**src/rtl/alu_pkg.sv**
```systemverilog
// rtl/alu_pkg.sv - alucontrol encodings shared with the ALU decoder, FSM state type
package alu_pkg;

  localparam logic [2:0] ALU_AND = 3'b000;
  localparam logic [2:0] ALU_OR  = 3'b001;
  localparam logic [2:0] ALU_ADD = 3'b010;
  localparam logic [2:0] ALU_SLL = 3'b100;
  localparam logic [2:0] ALU_SRL = 3'b101;
  localparam logic [2:0] ALU_SUB = 3'b110;
  localparam logic [2:0] ALU_SLT = 3'b111;

  typedef logic [1:0] state_t;

  localparam state_t ST_IDLE  = 2'd0;
  localparam state_t ST_SHIFT = 2'd1;
  localparam state_t ST_DONE  = 2'd2;

endpackage

```
**src/rtl/alu_iter_if.sv**
```systemverilog
// rtl/alu_iter_if.sv - operand/opcode request and result handshake bundle
interface alu_iter_if;

  logic        in_valid;
  logic        in_ready;
  logic [31:0] a;
  logic [31:0] b;
  logic [2:0]  alucontrol;
  logic        out_valid;
  logic        out_ready;
  logic [31:0] result;
  logic        zero;

  modport master (
    output in_valid, a, b, alucontrol, out_ready,
    input  in_ready, out_valid, result, zero
  );

  modport slave (
    input  in_valid, a, b, alucontrol, out_ready,
    output in_ready, out_valid, result, zero
  );

endinterface

```
**src/rtl/alu_comb.sv**
```systemverilog
// rtl/alu_comb.sv - single-cycle ALU datapath; shifts included only with ALU_ITER_BARREL_EN
module alu_comb
  import alu_pkg::*;
(
  input  logic [31:0] a_i,
  input  logic [31:0] b_i,
  input  logic [2:0]  op_i,
  output logic [31:0] result_o
);

  always_comb begin
    result_o = '0;
    case (op_i)
      ALU_ADD: result_o = a_i + b_i;
      ALU_SUB: result_o = a_i - b_i;
      ALU_AND: result_o = a_i & b_i;
      ALU_OR:  result_o = a_i | b_i;
      ALU_SLT: result_o = {31'd0, $signed(a_i) < $signed(b_i)};
`ifdef ALU_ITER_BARREL_EN
      ALU_SLL: result_o = a_i << b_i[4:0];
      ALU_SRL: result_o = a_i >> b_i[4:0];
`endif
      default: result_o = '0;
    endcase
  end

endmodule

```
**src/rtl/alu_iter.sv**
```systemverilog
// rtl/alu_iter.sv - handshaked ALU with serial shifter; ALU_ITER_BARREL_EN makes every op single-cycle
module alu_iter
  import alu_pkg::*;
(
  input  logic        clk,
  input  logic        reset,
  alu_iter_if.slave   bus
);

  state_t      state_q, state_d;
  logic [4:0]  cnt_q, cnt_d;
  logic [31:0] sh_q, sh_d;
  logic [31:0] res_q, res_d;
  logic        left_q, left_d;
  logic [31:0] sh_next;
  logic [31:0] comb_res;
  logic        xfer;

  alu_comb u_comb (
    .a_i      (bus.a),
    .b_i      (bus.b),
    .op_i     (bus.alucontrol),
    .result_o (comb_res)
  );

  assign xfer    = bus.in_valid && (state_q == ST_IDLE);
  assign sh_next = left_q ? (sh_q << 1) : (sh_q >> 1);

`ifndef ALU_ITER_BARREL_EN
  logic       is_shift;
  logic [4:0] shamt;
  assign is_shift = (bus.alucontrol == ALU_SLL) || (bus.alucontrol == ALU_SRL);
  assign shamt    = bus.b[4:0];
`endif

  always_comb begin
    state_d = state_q;
    cnt_d   = cnt_q;
    sh_d    = sh_q;
    res_d   = res_q;
    left_d  = left_q;
    case (state_q)
      ST_IDLE: begin
        if (xfer) begin
          state_d = ST_DONE;
`ifdef ALU_ITER_BARREL_EN
          res_d = comb_res;
`else
          if (is_shift && (shamt != 5'd0)) begin
            sh_d    = bus.a;
            cnt_d   = shamt;
            left_d  = (bus.alucontrol == ALU_SLL);
            state_d = ST_SHIFT;
          end else if (is_shift) begin
            res_d = bus.a;
          end else begin
            res_d = comb_res;
          end
`endif
        end
      end
      ST_SHIFT: begin
        // Last shift writes straight into the result so DONE lands shamt+1 cycles after transfer
        sh_d  = sh_next;
        cnt_d = cnt_q - 5'd1;
        if (cnt_q == 5'd1) begin
          res_d   = sh_next;
          state_d = ST_DONE;
        end
      end
      ST_DONE: begin
        if (bus.out_ready) state_d = ST_IDLE;
      end
      default: state_d = ST_IDLE;
    endcase
  end

  always_ff @(posedge clk) begin
    if (reset) begin
      state_q <= ST_IDLE;
      cnt_q   <= '0;
      sh_q    <= '0;
      res_q   <= '0;
      left_q  <= 1'b0;
    end else begin
      state_q <= state_d;
      cnt_q   <= cnt_d;
      sh_q    <= sh_d;
      res_q   <= res_d;
      left_q  <= left_d;
    end
  end

  assign bus.in_ready  = (state_q == ST_IDLE);
  assign bus.out_valid = (state_q == ST_DONE);
  assign bus.result    = res_q;
  assign bus.zero      = (res_q == 32'd0);

endmodule

```
**src/flat_wrapper.sv**
```systemverilog
// flat-port wrapper written by rule: the top's interface ports become plain ports
module alu_iter_flat import alu_pkg::*;
  (clk, reset, bus_in_valid, bus_a, bus_b, bus_alucontrol, bus_out_ready, bus_in_ready, bus_out_valid, bus_result, bus_zero);
  alu_iter_if bus_i ();
  input  logic clk;
  input  logic reset;
  input wire logic [$bits(bus_i.in_valid)-1:0] bus_in_valid;
  input wire logic [$bits(bus_i.a)-1:0] bus_a;
  input wire logic [$bits(bus_i.b)-1:0] bus_b;
  input wire logic [$bits(bus_i.alucontrol)-1:0] bus_alucontrol;
  input wire logic [$bits(bus_i.out_ready)-1:0] bus_out_ready;
  output wire logic [$bits(bus_i.in_ready)-1:0] bus_in_ready;
  output wire logic [$bits(bus_i.out_valid)-1:0] bus_out_valid;
  output wire logic [$bits(bus_i.result)-1:0] bus_result;
  output wire logic [$bits(bus_i.zero)-1:0] bus_zero;
  assign bus_i.in_valid = bus_in_valid;
  assign bus_i.a = bus_a;
  assign bus_i.b = bus_b;
  assign bus_i.alucontrol = bus_alucontrol;
  assign bus_i.out_ready = bus_out_ready;
  assign bus_in_ready = bus_i.in_ready;
  assign bus_out_valid = bus_i.out_valid;
  assign bus_result = bus_i.result;
  assign bus_zero = bus_i.zero;
  alu_iter u_core (.clk(clk), .reset(reset), .bus(bus_i));
endmodule
```
**config.mk**
```make
export PLATFORM = sky130hd
export DESIGN_NAME = alu_iter_flat
export DESIGN_NICKNAME = d
export VERILOG_FILES = /design/src/rtl/alu_pkg.sv /design/src/rtl/alu_iter_if.sv /design/src/rtl/alu_comb.sv /design/src/rtl/alu_iter.sv /design/src/flat_wrapper.sv
export SDC_FILE = /design/constraint.sdc
export NUM_CORES = 1
export LEC_CHECK = 0
export CORE_ASPECT_RATIO = 1.25
export CORE_MARGIN = 2
export CORE_UTILIZATION = 53
export DETAILED_ROUTE_END_ITERATION = 8
export PLACE_DENSITY_LB_ADDON = 0.08
export RECOVER_POWER = 25
export SLEW_MARGIN = 20
export SYNTH_ARGS = -nofsm -noshare
export SYNTH_HDL_FRONTEND = slang
export SYNTH_HIERARCHICAL = 1
export SYNTH_SLANG_ARGS = --single-unit
```
**constraint.sdc**
```tcl
create_clock -name clk -period 4 [get_ports clk]
set_clock_uncertainty 0.2 [all_clocks]
set_input_delay 1 -clock clk [delete_from_list [all_inputs] [get_ports clk]]
set_output_delay 1 -clock clk [all_outputs]
set_load 0.005 [all_outputs]
```
==> summary.md <==
| Metric | Value |
|---|---|
| Status | complete, but fails checks |
| Failing checks | setup timing |
| Worst Path Required | 4.09 ns |
| Vias per cell | 6.16 |
| Worst setup path start | bus_a[0] |
| Storage cell area | 0.00144 sq mm |
| Met2 WL | 16,900 um |
| Worst-Skew Late Latency | about 0.34 ns |
| Filler cells | ~1,100 |
| Non-Filler Instances | 1,753 |
| Largest net degree at the start of global routing | 49 |
| R2r worst-path depth | 6 |
| CP Launch Type | primary input |
| Area share of the largest cell type after synthesis | 0.160 |
| Final slew viol count | 0 |
| Synth warn | 6 |
| CP top delay family | compound AO/OA/AOI/OAI gates |
| Async set or reset register ratio after synthesis | 0 |
| Final count of negative-setup-slack endpoints | 4 |
| Global-route wire length before repair | roughly 53,000 um |
| Num rows | between 50 and 60 |
| Synthesis-to-layout area growth | 50.1% |
| Lkg Pwr | 5.87 nW |
| Final period util | 1.05 |
| Per-cell routed wire length | 20.3 um |
| IO Count | 106 |
| Clk sinks | 72 |
| Rel. slew slack | 0.314 |
| Placed Instances | 1,716 |
| GPL Wtd Cong | 0.989 |
| Max FO, Critical Path | 3 |
| Vias after detailed routing | around 11,000 |
| Global route total overflow | 0 |
| GRT Util Overall | 0.371 |
| Synth cell types | between 80 and 90 |
| Highest metal used | met4 |
| Final Hold Vio Count | 0 |
| Setup Total Neg Slack | -0.571 ns |
| Total iterations of the first detailed-routing run | 6 |
| Initial antenna violation count | 0 |
| Port bufs | 105 |
| Initial drt markers | 1,155 |
| # DRC | 0 |
| Die ar. | 0.0181 sq mm |
| Register area share after synthesis | 0.160 |
| Crit-path cells | buf_12 -> inv_12 -> ha_4 -> inv_2 -> fa_2 -> nor3b_4 -> o31ai_4 -> a211oi_4 -> a2111oi_4 -> a2111o_1 -> a21boi_2 -> a211o_1 -> a2111oi_4 -> a221o_1 -> nand2_1 -> a31oi_1 -> mux2_4 |
| Syn Area/Cell | 7.42 sq um |
| Post-Synthesis Cells | 1,215 |
| Overall power | 0.00339 W |
| P per Cell Area | 251 mW/mm^2 |
| FF-to-FF End | u_core/bus.result[16]$_SDFFE_PP0P_ |
| Hold depth | 2 |
| Worst path bufs/invs | 3 |
| Most frequent CP cell | a2111oi_4 |
| Critical path's slowest cell | fa_2 |
| Final ANT Viol Nets | 0 |
| Slowest cell delay on critical path | between 0.3 and 0.4 ns |
| Clock buffer count from CTS | 9 |
| Starting density of the core | 0.539 |
| Crit path kind | primary input to register |
| Data arrival, critical path | 4.29 ns |
| HP Start | u_core/bus.result[3]$_SDFFE_PP0P_ |
| TritonCTS clock tree | yes |
| Worst Max-Slew Pin Slew | roughly 1 ns |
| H-tree depth | 3 |
| Post-synth EDFFs | 0 |
| Worst hold path type | register to register |
| Synth Flop Type | dfxtp_1 |
| Die width | 121 um |
| M1 wire length | 14,500 um |
| FF-to-FF Start | u_core/state_q[1]$_SDFFE_PP0P_ |
| Worst setup margin | -0.200 ns |
| Worst-path clk slew | 0.06 ns |
| Core area | about 0.017 sq mm |
| RSZ-0062 raised after global routing | yes |
| Post-CTS Hold Buffers | 0 |
| F_max | 0.238 GHz |
| CP endpoint kind | register |
| Die Ht | around 150 um |
| Share of cells above drive strength 1 | 0.350 |
| Post-DP HPWL | between 20,000 and 30,000 um |
| Syn_nets | 1,399 |
| Period minus WS final | roughly 4.2 ns |
| R2R Setup Slk | 1.47 ns |
| Antenna diodes | 0 |
| Top cells by area, synth | dfxtp_1 16%, ha_1 15%, o21ai_0 8.3%, mux2i_1 8.0%, a21oi_1 5.5% |
| Final WL | 35,500 um |
| Synthesized cell area | 0.00901 sq mm |
| Number of global-route vias before repair | around 10,000 |
| Area of the multi-input gates | ~0.0079 sq mm |
| Final Util | 0.810 |
| Peak VDD IR | 0.207 mV |
| Max Buffers Root-to-Sink | 2 |
| Nets | 1,713 |
| Clock root buffer | clkbuf_16 |
| Hold Slack | between 0.2 and 0.3 ns |
| Metal3 WL | between 2000 and 2500 um |
| Area leader, netlist | dfxtp_1 |
| Worst Hold End | u_core/bus.result[3]$_SDFFE_PP0P_ |
| Synth Register Bits | 72 |
| Max-cap violations | 0 |
## layout by cell type, fill, tap and decap left out, types with 10 or more instances in the layout
cell type        synthesis  routed
nand4_1                 36      36
clkdlybuf4s50_1          0      36
xnor2_1                 30      29
nor4_1                  15      10
o21ai_0                150     124
buf_6                    3      13
ha_1                   111      78
a21o_1                  12      12
ha_4                     0      25
clkbuf_2                 2      11
o22ai_1                 19      17
dlygate4sd3_1            0      24
buf_4                    2     269
nor3_1                  15      13
nor2b_1                 19      15
nand3_1                 14      11
o21bai_1                11      10
inv_1                  108      71
nand2_1                 88      84
o21ai_1                  1      19
dlymetal6s2s_1           0      13
nor2_1                  63      56
a21oi_1                 99      92
inv_2                    2      38
mux2_2                  30      24
dfxtp_1                 72      71
mux2i_1                 72      71
## flip-flops by register name, summed over array words and instances (netlist names)
| register | flops |
|---|---|
| u_core/bus.result | 32 |
| u_core/cnt_q | 5 |
| u_core/left_q | 1 |
| u_core/sh_q | 32 |
| u_core/state_q | 2 |
## layer usage
metal	GRT usage	up-vias
met2	0.633	560
met3	0.0278	131
met4	0.148	0
li1	-	5002
met1	0.483	5103
met5	0	-
## logic make-up after synthesis
kind of cell,count (synthesis),synth area share
AND/OR/NAND/NOR,291,0.159
buffers and inverters,195,0.0861
flip-flops,72,0.160
adder cells (fa/ha/maj),113,0.159
multiplexers,105,0.121
AO/OA/AOI/OAI,408,0.285
XOR/XNOR,31,0.0301
## cell usage after synthesis (11+ instances only)
| library cell | count |
|---|---|
| o22ai_1 | 19 |
| inv_1 | 108 |
| o21ai_0 | 150 |
| buf_1 | 12 |
| nand4_1 | 36 |
| nor4_1 | 15 |
| a211oi_1 | 15 |
| nand2b_1 | 11 |
| a21oi_1 | 99 |
| dfxtp_1 | 72 |
| nand3_1 | 14 |
| clkbuf_1 | 55 |
| nor2_1 | 63 |
| nand2_1 | 88 |
| nor2b_1 | 19 |
| nor3_1 | 15 |
| ha_1 | 111 |
| mux2_2 | 30 |
| o31ai_1 | 12 |
| o21bai_1 | 11 |
| a21o_1 | 12 |
| mux2i_1 | 72 |
| xnor2_1 | 30 |
## what timing repair did
item / in CTS / in global routing
buffers inserted: 17 / 14
resized for setup: 212 / 142
setup endpoints to repair: 25 / 24
pin swaps: 58 / 66
gates cloned: 0 / 0
## worst min-delay path, cell delays in order, from the launching register on
cell	delay, ns
dfxtp_1	0.31
nand2_1	0.06
mux2i_1	0.05
## through the flow
step	area, sq um	worst slack (ns)
finish	13500	-0.200
detailed placement	12000	-1.05
floorplan	9060	-0.0812
global route	13500	-0.302
global placement	12000	-0.999
CTS	13000	-0.349
## final cells by class
| cell class | instances | share of cell area |
|---|---|---|
| well taps | 220 | 0.0203 |
| repair buffers | 386 | 0.234 |
| inverters | 112 | 0.0320 |
| clock inverters | 5 | 0.00425 |
| multi-input cells | 948 | 0.585 |
| flip-flops and latches | 72 | 0.107 |
| clock buffers | 10 | 0.0177 |
## power breakdown
part	switching (W)	internal (W)
logic	0.000899	0.000838
clock network	0.000321	0.000495
registers	0.0000607	0.000777
total	0.00128	0.00211
## worst max-delay path by stage
stage	endpoint	slack, ns	depth (start not counted)
final	u_core/bus.result[0]$_SDFFE_PP0P_	-0.20	17
after global routing	u_core/bus.result[0]$_SDFFE_PP0P_	-0.30	17
after CTS	u_core/bus.result[0]$_SDFFE_PP0P_	-0.35	18
after detailed placement	u_core/bus.result[25]$_SDFFE_PP0P_	-1.05	16
after global placement	u_core/bus.result[24]$_SDFFE_PP0P_	-1.0	16
after floorplan	u_core/bus.result[24]$_SDFFE_PP0P_	-0.08	16
(Power assumes the default switching activity.)
